<file path="src/rtl/game_ctrl_param.sv">
// -----------------------------------------------------------------------------
// game_ctrl_param
// Parametrised game-state controller for the stickman runner. Tracks the
// selected level, a set of coin slots, a saturating score and a lives /
// respawn counter. Keys act on their press edge. Game play (death, win and
// coin pickup) is evaluated only on the rising edge of the frame strobe.
//
// Optional build macro: GAME_PAUSE_EN
//   defined   : 'P' (0x13) in PLAY enters PAUSE, 'P' again resumes, Esc (0x29)
//               returns to WAIT. PAUSE reports status 00000.
//   undefined : no PAUSE state. 0x13 and 0x29 are ignored.
//
// Ports
//   Clk           in   system clock
//   Reset         in   synchronous, active-high reset
//   frame_clk     in   frame strobe (level). Its rising edge is one game tick.
//   keycode       in   last received USB keycode
//   StickmanTop   in   stickman top Y
//   GroundY       in   ground height under the stickman
//   frame_counter in   scroll distance in frames
//   CoinFrameX    in   flattened coin frame-X, 13 bits per slot
//   CoinY         in   flattened coin Y, 10 bits per slot
//   CoinStatus    out  1 = coin still present
//   level_status  out  one-hot selected level
//   status        out  one-hot {SELECT, WAIT, PLAY, WIN, LOSE}
//   coin_collide  out  one-cycle pulse when a coin is collected
//   score         out  coins collected this game (saturating)
//   lives_left    out  remaining lives
//   respawn       out  high while respawning
// -----------------------------------------------------------------------------
module game_ctrl_param #(
   parameter int NUM_COINS      = 3,
   parameter int NUM_LEVELS     = 2,
   parameter int FCW            = 12,
   parameter int WIN_FRAME      = 3000,
   parameter int LIVES          = 3,
   parameter int RESPAWN_FRAMES = 60,
   parameter int SCORE_W        = 8,
   parameter int STICK_X        = 100,
   parameter int STICK_H        = 50,
   parameter int FLOOR_Y        = 470,
   parameter int HIT_XL         = 10,
   parameter int HIT_XR         = 46,
   parameter int HIT_YT         = 10,
   parameter int HIT_YB         = 74
) (
   input  logic                    Clk,
   input  logic                    Reset,
   input  logic                    frame_clk,
   input  logic [7:0]              keycode,
   input  logic [9:0]              StickmanTop,
   input  logic [9:0]              GroundY,
   input  logic [FCW-1:0]          frame_counter,
   input  logic [13*NUM_COINS-1:0] CoinFrameX,
   input  logic [10*NUM_COINS-1:0] CoinY,
   output logic [NUM_COINS-1:0]    CoinStatus,
   output logic [NUM_LEVELS-1:0]   level_status,
   output logic [4:0]              status,
   output logic                    coin_collide,
   output logic [SCORE_W-1:0]      score,
   output logic [3:0]              lives_left,
   output logic                    respawn
);

   localparam int RCW  = (RESPAWN_FRAMES > 1) ? $clog2(RESPAWN_FRAMES + 1) : 1;
   localparam int HCW  = $clog2(NUM_COINS + 1);
   localparam int SUMW = SCORE_W + HCW + 1;

   localparam logic [7:0] KEY_SPACE = 8'h2C;
   localparam logic [7:0] KEY_LVL0  = 8'h1E;
`ifdef GAME_PAUSE_EN
   localparam logic [7:0] KEY_P     = 8'h13;
   localparam logic [7:0] KEY_ESC   = 8'h29;
`endif

   localparam logic [SUMW-1:0] SCORE_MAX = {{(SUMW-SCORE_W){1'b0}}, {SCORE_W{1'b1}}};

   typedef enum logic [2:0] {
      ST_WAIT    = 3'd0,
      ST_SELECT  = 3'd1,
      ST_PLAY    = 3'd2,
      ST_RESPAWN = 3'd3,
      ST_WIN     = 3'd4,
      ST_LOSE    = 3'd5,
      ST_PAUSE   = 3'd6
   } state_t;

   // RESPAWN shares the PLAY code so the colour mapper keeps drawing the level.
   function automatic logic [4:0] status_of(input state_t s);
      logic [4:0] code;
      case (s)
         ST_WAIT:    code = 5'b01000;
         ST_SELECT:  code = 5'b10000;
         ST_PLAY:    code = 5'b00100;
         ST_RESPAWN: code = 5'b00100;
         ST_WIN:     code = 5'b00010;
         ST_LOSE:    code = 5'b00001;
         default:    code = 5'b00000;
      endcase
      return code;
   endfunction

   state_t                state_r, state_next_s;
   logic [NUM_COINS-1:0]  coin_status_r, coin_next_s;
   logic [NUM_LEVELS-1:0] level_r, level_next_s;
   logic [SCORE_W-1:0]    score_r, score_next_s;
   logic [3:0]            lives_r, lives_next_s, lives_dec_s;
   logic [RCW-1:0]        resp_cnt_r, resp_cnt_next_s;
   logic                  collide_r, collide_next_s;
   logic [4:0]            status_r;
   logic                  respawn_r;
   logic [7:0]            key_prev_r;
   logic                  frame_prev_r;

   logic                  tick_s, press_space_s, pause_key_s, esc_key_s;
   logic [NUM_LEVELS-1:0] sel_vec_s;
   logic [10:0]           top_s, feet_s;
   logic                  dead_s, win_s;
   logic [13:0]           left_s;
   logic [NUM_COINS-1:0]  hit_s;
   logic [HCW-1:0]        hit_cnt_s;
   logic [SUMW-1:0]       score_sum_s;
   logic [SCORE_W-1:0]    score_sat_s;

   assign tick_s        = frame_clk && !frame_prev_r;
   assign press_space_s = (keycode == KEY_SPACE) && (key_prev_r != KEY_SPACE);
`ifdef GAME_PAUSE_EN
   assign pause_key_s   = (keycode == KEY_P) && (key_prev_r != KEY_P);
   assign esc_key_s     = (keycode == KEY_ESC) && (key_prev_r != KEY_ESC);
`else
   assign pause_key_s   = 1'b0;
   assign esc_key_s     = 1'b0;
`endif

   // Death sums are taken at 11 bits so a stickman near the bottom cannot wrap.
   assign top_s  = {1'b0, StickmanTop};
   assign feet_s = top_s + 11'(STICK_H);
   assign dead_s = (feet_s > {1'b0, GroundY}) || (feet_s >= 11'(FLOOR_Y));
   assign win_s  = 32'(frame_counter) >= 32'(WIN_FRAME);
   assign left_s = 14'(STICK_X) + 14'(frame_counter);

   // Level-select key press decode, one bit per selectable level.
   always_comb begin
      sel_vec_s = '0;
      for (int i = 0; i < NUM_LEVELS; i++) begin
         sel_vec_s[i] = (keycode == 8'(KEY_LVL0 + i)) && (key_prev_r != 8'(KEY_LVL0 + i));
      end
   end

   // Coin hit windows (all bounds exclusive) and number of coins taken this tick.
   always_comb begin
      hit_s     = '0;
      hit_cnt_s = '0;
      for (int i = 0; i < NUM_COINS; i++) begin
         hit_s[i] = coin_status_r[i]
                 && ((left_s + 14'(HIT_XL)) < {1'b0, CoinFrameX[13*i +: 13]})
                 && ({1'b0, CoinFrameX[13*i +: 13]} < (left_s + 14'(HIT_XR)))
                 && ((top_s + 11'(HIT_YT)) < {1'b0, CoinY[10*i +: 10]})
                 && ({1'b0, CoinY[10*i +: 10]} < (top_s + 11'(HIT_YB)));
         hit_cnt_s = hit_cnt_s + HCW'(hit_s[i]);
      end
   end

   // Saturating score update; the sum is wide enough to never wrap before the clamp.
   always_comb begin
      score_sum_s = SUMW'(score_r) + SUMW'(hit_cnt_s);
      if (score_sum_s > SCORE_MAX) begin
         score_sat_s = {SCORE_W{1'b1}};
      end else begin
         score_sat_s = score_sum_s[SCORE_W-1:0];
      end
   end

   assign lives_dec_s = lives_r - 4'd1;

   // Next-state and next-value logic for the game FSM.
   always_comb begin
      state_next_s    = state_r;
      coin_next_s     = coin_status_r;
      level_next_s    = level_r;
      score_next_s    = score_r;
      lives_next_s    = lives_r;
      resp_cnt_next_s = resp_cnt_r;
      collide_next_s  = 1'b0;
      case (state_r)
         ST_WAIT: begin
            coin_next_s  = '1;
            score_next_s = '0;
            lives_next_s = 4'(LIVES);
            if (press_space_s) begin
               state_next_s = ST_SELECT;
            end else begin
               state_next_s = ST_WAIT;
            end
         end
         ST_SELECT: begin
            // Only one level key can match the single keycode, so the vector is one-hot.
            if (|sel_vec_s) begin
               level_next_s = sel_vec_s;
               state_next_s = ST_PLAY;
            end else begin
               state_next_s = ST_SELECT;
            end
         end
         ST_PLAY: begin
            if (pause_key_s) begin
               state_next_s = ST_PAUSE;
            end else if (tick_s) begin
               if (dead_s) begin
                  lives_next_s = lives_dec_s;
                  if (lives_dec_s == 4'd0) begin
                     state_next_s = ST_LOSE;
                  end else begin
                     state_next_s    = ST_RESPAWN;
                     resp_cnt_next_s = '0;
                  end
               end else begin
                  coin_next_s    = coin_status_r & ~hit_s;
                  score_next_s   = score_sat_s;
                  collide_next_s = |hit_s;
                  if (win_s) begin
                     state_next_s = ST_WIN;
                  end else begin
                     state_next_s = ST_PLAY;
                  end
               end
            end else begin
               state_next_s = ST_PLAY;
            end
         end
         ST_RESPAWN: begin
            if (tick_s) begin
               if (resp_cnt_r == RCW'(RESPAWN_FRAMES - 1)) begin
                  state_next_s    = ST_PLAY;
                  resp_cnt_next_s = '0;
               end else begin
                  resp_cnt_next_s = resp_cnt_r + RCW'(1);
               end
            end else begin
               state_next_s = ST_RESPAWN;
            end
         end
         ST_WIN, ST_LOSE: begin
            if (press_space_s) begin
               state_next_s = ST_WAIT;
               coin_next_s  = '1;
               score_next_s = '0;
               lives_next_s = 4'(LIVES);
            end else begin
               state_next_s = state_r;
            end
         end
         ST_PAUSE: begin
            if (pause_key_s) begin
               state_next_s = ST_PLAY;
            end else if (esc_key_s) begin
               state_next_s = ST_WAIT;
               coin_next_s  = '1;
               score_next_s = '0;
               lives_next_s = 4'(LIVES);
            end else begin
               state_next_s = state_r;
            end
         end
         default: begin
            state_next_s = ST_WAIT;
         end
      endcase
   end

   // State and output registers with synchronous reset.
   always_ff @(posedge Clk) begin
      if (Reset) begin
         state_r       <= ST_WAIT;
         coin_status_r <= '1;
         level_r       <= NUM_LEVELS'(1);
         score_r       <= '0;
         lives_r       <= 4'(LIVES);
         resp_cnt_r    <= '0;
         collide_r     <= 1'b0;
         status_r      <= 5'b01000;
         respawn_r     <= 1'b0;
         key_prev_r    <= 8'h00;
         frame_prev_r  <= 1'b0;
      end else begin
         state_r       <= state_next_s;
         coin_status_r <= coin_next_s;
         level_r       <= level_next_s;
         score_r       <= score_next_s;
         lives_r       <= lives_next_s;
         resp_cnt_r    <= resp_cnt_next_s;
         collide_r     <= collide_next_s;
         status_r      <= status_of(state_next_s);
         respawn_r     <= (state_next_s == ST_RESPAWN);
         key_prev_r    <= keycode;
         frame_prev_r  <= frame_clk;
      end
   end

   assign CoinStatus   = coin_status_r;
   assign level_status = level_r;
   assign status       = status_r;
   assign coin_collide = collide_r;
   assign score        = score_r;
   assign lives_left   = lives_r;
   assign respawn      = respawn_r;

endmodule

</file>
<file path="config.mk">
export PLATFORM = sky130hd
export DESIGN_NAME = game_ctrl_param
export DESIGN_NICKNAME = d
export VERILOG_FILES = /design/src/rtl/game_ctrl_param.sv
export SDC_FILE = /design/constraint.sdc
export NUM_CORES = 1
export LEC_CHECK = 0
export BUFFER_PORTS_ARGS = -buffer_cell sky130_fd_sc_hd__buf_2
export CAP_MARGIN = 20
export CORE_UTILIZATION = 37
export DETAILED_ROUTE_END_ITERATION = 6
export REMOVE_ABC_BUFFERS = 1
export SYNTH_ARGS = -nofsm -noshare
export SYNTH_HDL_FRONTEND = slang
export SYNTH_SLANG_ARGS = --single-unit
export TNS_END_PERCENT = 20
</file>
<file path="constraint.sdc">
create_clock -name Clk -period 6.6 [get_ports Clk]
set_input_delay 0.33 -clock Clk [delete_from_list [all_inputs] [get_ports Clk]]
set_output_delay 0.33 -clock Clk [all_outputs]
set_load 0.03 [all_outputs]
</file>
Yosys cells after proc, flatten, opt, wreduce, memory -nomap -nowiden

Index checks and enable logic that the tools add are counted.
W data, S select, Z words.

Register bits: 42
Bits of input ports: 112
Word-level logic and storage cells: 128

Add/sub/neg operators: 11
Order comparisons: 16
Eq/ne operators: 24
Muxes and demuxes: 30
Bitwise operators: 4
Reduce and logical (&&, ||, !) cells: 32

Operators with widths:

| cell                    | count |
|---|---|
| $lt A13 B14 Y1          | 3 |
| $lt A14 B13 Y1          | 3 |
| $lt A10 B11 Y1          | 3 |
| $lt A11 B10 Y1          | 3 |
| $mux W8                 | 4 |
| $mux W3                 | 10 |
| $mux W6                 | 5 |
| $pmux W5 S5             | 1 |
| $pmux W8 S3             | 1 |
| $pmux W3 S6             | 1 |
| $eq A8 B5 Y1 const B    | 2 |
| $logic_and A1 B1 Y1     | 16 |
| $ne A8 B5 Y1 const B    | 2 |
| $eq A3 B3 Y1 const B    | 5 |
| $add A13 B4 Y14 const B | 1 |
| $add A13 B6 Y14 const B | 1 |
| $add A7 B12 Y13 const A | 1 |
| $eq A3 B2 Y1 const B    | 4 |
| $ge A12 B12 Y1 const B  | 1 |
| $mux W4                 | 3 |
| $ne A2 B2 Y1 const B    | 6 |
| $pmux W4 S3             | 1 |
| $pmux W6 S2             | 1 |
| $add A10 B4 Y11 const B | 1 |
| 32 further kinds        | 38 |

Logic depth before layout (Yosys ltp)

Word-level depth: 15
Gate-level depth with buffers: 27
Depth with buffers taken out: 26

Least setup slack after synthesis

OpenSTA, ideal clock, no wires.

Path type: input to register
Start point: in frame_counter[4]
End point: reg score_r[5] (netlist: score[5])
Setup time: 0.069 ns
Arrival: 5.270 ns
Setup slack: 1.261 ns
Stages on the path: 25
Buffers on the path: 1
Cells stage by stage: clkbuf_1 a311oi_1 o21ai_0 a21o_1 and3_1 and3_1 nand2_1 a21boi_0 ha_1 or4b_1 a221oi_1 o21ai_0 a211oi_1 nand2_1 nor4_1 fa_1 ha_1 inv_1 fa_1 nand3b_1 nor2_1 nand3_1 o21ai_0 nand3_1 o21ai_1

Word-level cells in the longest chain between the ends: 15

RTL lines:

| element                | RTL line | text |
|---|---|---|
| start: declaration     | 53       | `input logic [FCW-1:0] frame_counter,` |
| $add A7 B12 Y13 (*)    | 140      | `assign left_s = 14'(STICK_X) + 14'(frame_counter);` |
| $add A13 B4 Y14        | 156      | `&& ((left_s + 14'(HIT_XL)) < {1'b0, CoinFrameX[13*i +: 13]})` |
| $lt A14 B13 Y1         | 156      |  |
| $logic_and A1 B1 Y1    | 156      |  |
| $logic_and A1 B1 Y1    | 157      | `&& ({1'b0, CoinFrameX[13*i +: 13]} < (left_s + 14'(HIT_XR)))` |
| $logic_and A1 B1 Y1    | 158      | `&& ((top_s + 11'(HIT_YT)) < {1'b0, CoinY[10*i +: 10]})` |
| $logic_and A1 B1 Y1    | 159      | `&& ({1'b0, CoinY[10*i +: 10]} < (top_s + 11'(HIT_YB)));` |
| $add A1 B1 Y2          | 160      | `hit_cnt_s = hit_cnt_s + HCW'(hit_s[i]);` |
| $add A2 B1 Y2 (*)      | 160      |  |
| $add A8 B2 Y9 (*)      | 166      | `score_sum_s = SUMW'(score_r) + SUMW'(hit_cnt_s);` |
| $gt A9 B8 Y1           | 167      | `if (score_sum_s > SCORE_MAX) begin` |
| $mux W8 (*)            | 167      |  |
| $mux W8 (*)            | 209      | `if (dead_s) begin` |
| $mux W8 (*)            | 208      | `end else if (tick_s) begin` |
| $pmux W8 S3 (*)        | 185      | `case (state_r)` |
| end signal: assignment | 289      | `score_r <= score_next_s;` |
| end: declaration       | 106      | `logic [SCORE_W-1:0] score_r, score_next_s;` |

Mark *: on every way between the ends. The rest lies on a longest branch, timed or not. The select of a mux whose other input is x is not followed.
A chain may end at the register's enable or synchronous reset.

Final worst setup path

Start point: in frame_counter[2]
End point: reg score_r[4] (netlist: score[4])

Same word-level chain as after synthesis.

==> reports/results.ini <==
[layout]
fill_cells=1713
mostFrequentLayoutCells=ha_1 (149), buf_2 (136), inv_1 (99)
seq_area_um2=841
final_nets=1189
instances_no_fill=1149
multiInputGateArea_um2=4980
drive_gt1_share_pct=16.6
fin_area_um2=7360
syn2layout_area_growth_pct=17.0
layout_commonest_cell=ha_1

[timing]
fin_crit_sh_pct=89.3
slew_violations=0
min_period_ns=5.89
hold_violations=0
rsz0062_at_grt=no
skew_ns=0.00265
worst_slew_pin_slew_ns=0.730
slew-limit-headroom_pct=50.9
fmax_ghz=0.170
finalSetupViolations=0
tns_ns=0

[routing]
routedWlPerCell_um=13.9
vias=5850
post-route-drc-count=0
routed_via_density=5.09
drtAntennaViolNets=0
drt_pass1_iterations=6
wl_um=15900
dr.first_iter.drc_count=220

[place]
io_buffers=135
postPlaceCellArea_um2=7150
hpwl_um=13700
gp_congestion=0.815
dpl.cell_count=1138

[die]
die_y_um=132
fp-row-count=47
io_pins=136
start_util_pct=37.9
die_w_um=132
die_area_um2=17500
core_um2=16600

[clock_network]
clock-root-buffer=clkbuf_16
clock_sinks=42
cts_buffers=5
ctsHtreeMaxLevel=2
cts_resized=0
insertion_delay_ns=0.28
cts_max_path_buffers=2
cts_setup_buffers=0
clk_pin_slew_ns=0.06
cts_tree=done
cts_hold_buffers=0

[grt]
grt_pass1_vias=5558
gr-total-overflow=0
antenna_found_initial=3
grt_pass1_wl_um=26800
grt_max_degree=24
track_usage_pct=18.6

[worst_hold_path]
hp-start=keycode[2]
min_to=key_prev_r[2]$_SDFF_PP0_
whs_path_depth=2
hold_class=input pin to flop

[critical_path]
crit_start=frame_counter[2]
r2r-start=CoinStatus[0]$_SDFFE_PP1P_
crit_arrival_ns=6.11
start_kind=input pin
rr_worst_depth=16
critPathMaxFanout=8
crit_required_ns=6.82
critPathKind=input pin to flop
crit-reg2reg-capture=score[4]$_SDFFE_PP0P_
cp-end-kind=flop
reg2reg_setup_slack_ns=2.56

[synthesis]
synth-async-reset-ratio_pct=0
synth_area_um2=6290
synth.avg_cell_area_um2=7.85
yosys-top-cells-area=ha_1 (30%), dfxtp_1 (13%), inv_1 (5.9%), a21oi_1 (4.8%), nand2_1 (3.5%)
yosys_warnings=0
syn_inst=801
ys_seq_elements=42
ys.flop_type=dfxtp_1
yosysUniqueCellTypes=67
synthDominantCellAreaShare_pct=29.7
ys_seq_area_share_pct=13.4
synth_enable_flop_cells=0
synth_top_area_cell=ha_1

[power_and_ir_drop]
p_leak_uw=0.00370
p_per_area_nw_per_um2=138
irDropWorstVdd_uv=97.2

[flow_run]
maxCapViolations=0

[status]
status=completed

==> sequential cells by signal, summed over array words and instances, names as in the netlist <==
register / cells
lives_left: 4
level_status: 2
respawn: 1
resp_cnt_r: 6
key_prev_r: 8
score: 8
CoinStatus: 3
state_r: 3
frame_prev_r: 1
status: 5
coin_collide: 1
==> critical path: stages <==
cell      delay, ns
buf_2          0.13
ha_1           0.30
a211oi_1       0.42
nand2b_1       0.19
nor3_1         0.05
a21o_1         0.17
and3_1         0.18
and3_1         0.20
nand2_1        0.08
a21boi_0       0.18
ha_1           0.23
or4b_1         0.50
a221oi_1       0.21
o21ai_0        0.13
a211oi_1       0.19
nand2_1        0.08
nor4_1         0.58
fa_1           0.28
ha_1           0.18
inv_1          0.06
fa_1           0.39
nand3b_1       0.21
nor2_1         0.24
nand3_1        0.22
o21ai_0        0.15
nand3_1        0.11
o21ai_1        0.11
==> power by group <==
part / switching [uW] / internal (uW)
Clock: 102 / 217
Sequential: 1.21 / 256
Combinational: 245 / 193
==> cells by family after synthesis <==
logic type               Yosys count  synth area share, %
multiplexers                       4                0.836
buffers and inverters            118                 7.38
adder cells (fa/ha/maj)          151                 30.3
AND/OR/NAND/NOR                  215                 17.6
AO/OA/AOI/OAI                    226                 24.1
XOR/XNOR                          45                 6.39
flip-flops                        42                 13.4
==> layout make-up <==
cell class / count / share of cell area [%]
Inverter: 99 / 5.05
Clock inverter: 3 / 0.936
Multi-Input combinational cell: 641 / 67.7
Clock buffer: 5 / 1.70
Antenna cell: 2 / 0.0680
Timing Repair Buffer: 137 / 9.36
Tap cell: 220 / 3.74
Sequential cell: 42 / 11.4
==> synthesized netlist by cell type, drive strengths merged (3+ instances only) <==
master   instances
xnor2           25
o21a            12
nor3            15
and2             4
a211o            3
xor2            20
a21o            29
ha             149
nand2b          15
a311oi           3
a31oi            7
nand3b           3
clkbuf          12
inv             99
nand3           24
a211oi          20
a311o            3
or3              3
dfxtp           42
o31ai            4
a21boi           4
o2111ai          8
and3             5
o21ai           44
nor4            12
nand4            5
or4b             3
nor2b           17
nand2           59
buf              7
and4             3
mux2i            4
a21oi           60
a2111oi          5
o211ai           7
nor2            37
==> per-layer routing <==
layer	up-vias	part of all wire, %	global-route usage, %
met1	2562	48	24.7
met5	-	0.050	0
met3	16	5.0	3.31
met4	2	1.2	3.77
li1	3140	-	-
met2	130	46	31.4
==> worst max path at each step <==
stage / endpoint / slack, ns / cells past startpoint
2_1_floorplan: score[0]$_SDFFE_PP0P_ / 1.33 / 26
3_3_place_gp: score[0]$_SDFFE_PP0P_ / 0.56 / 27
3_5_place_dp: score[4]$_SDFFE_PP0P_ / 0.44 / 27
4_1_cts: score[4]$_SDFFE_PP0P_ / 0.69 / 27
5_1_grt: score[4]$_SDFFE_PP0P_ / 0.11 / 27
6_report: score[4]$_SDFFE_PP0P_ / 0.71 / 27
==> through the flow <==
step | total power [uW] | hold slack (ns) | utilization [%] | worst slack [ns]
2_1_floorplan | 563 | 0.397 | - | 1.33
3_3_place_gp | 700 | 0.469 | 43.1 | 0.565
3_5_place_dp | 701 | 0.474 | 43.1 | 0.440
4_1_cts | 1030 | 0.262 | 44.3 | 0.687
5_1_grt | 1110 | 0.269 | 44.3 | 0.111
6_report | 1020 | 0.273 | 44.4 | 0.707
(Power assumes the default switching activity.)
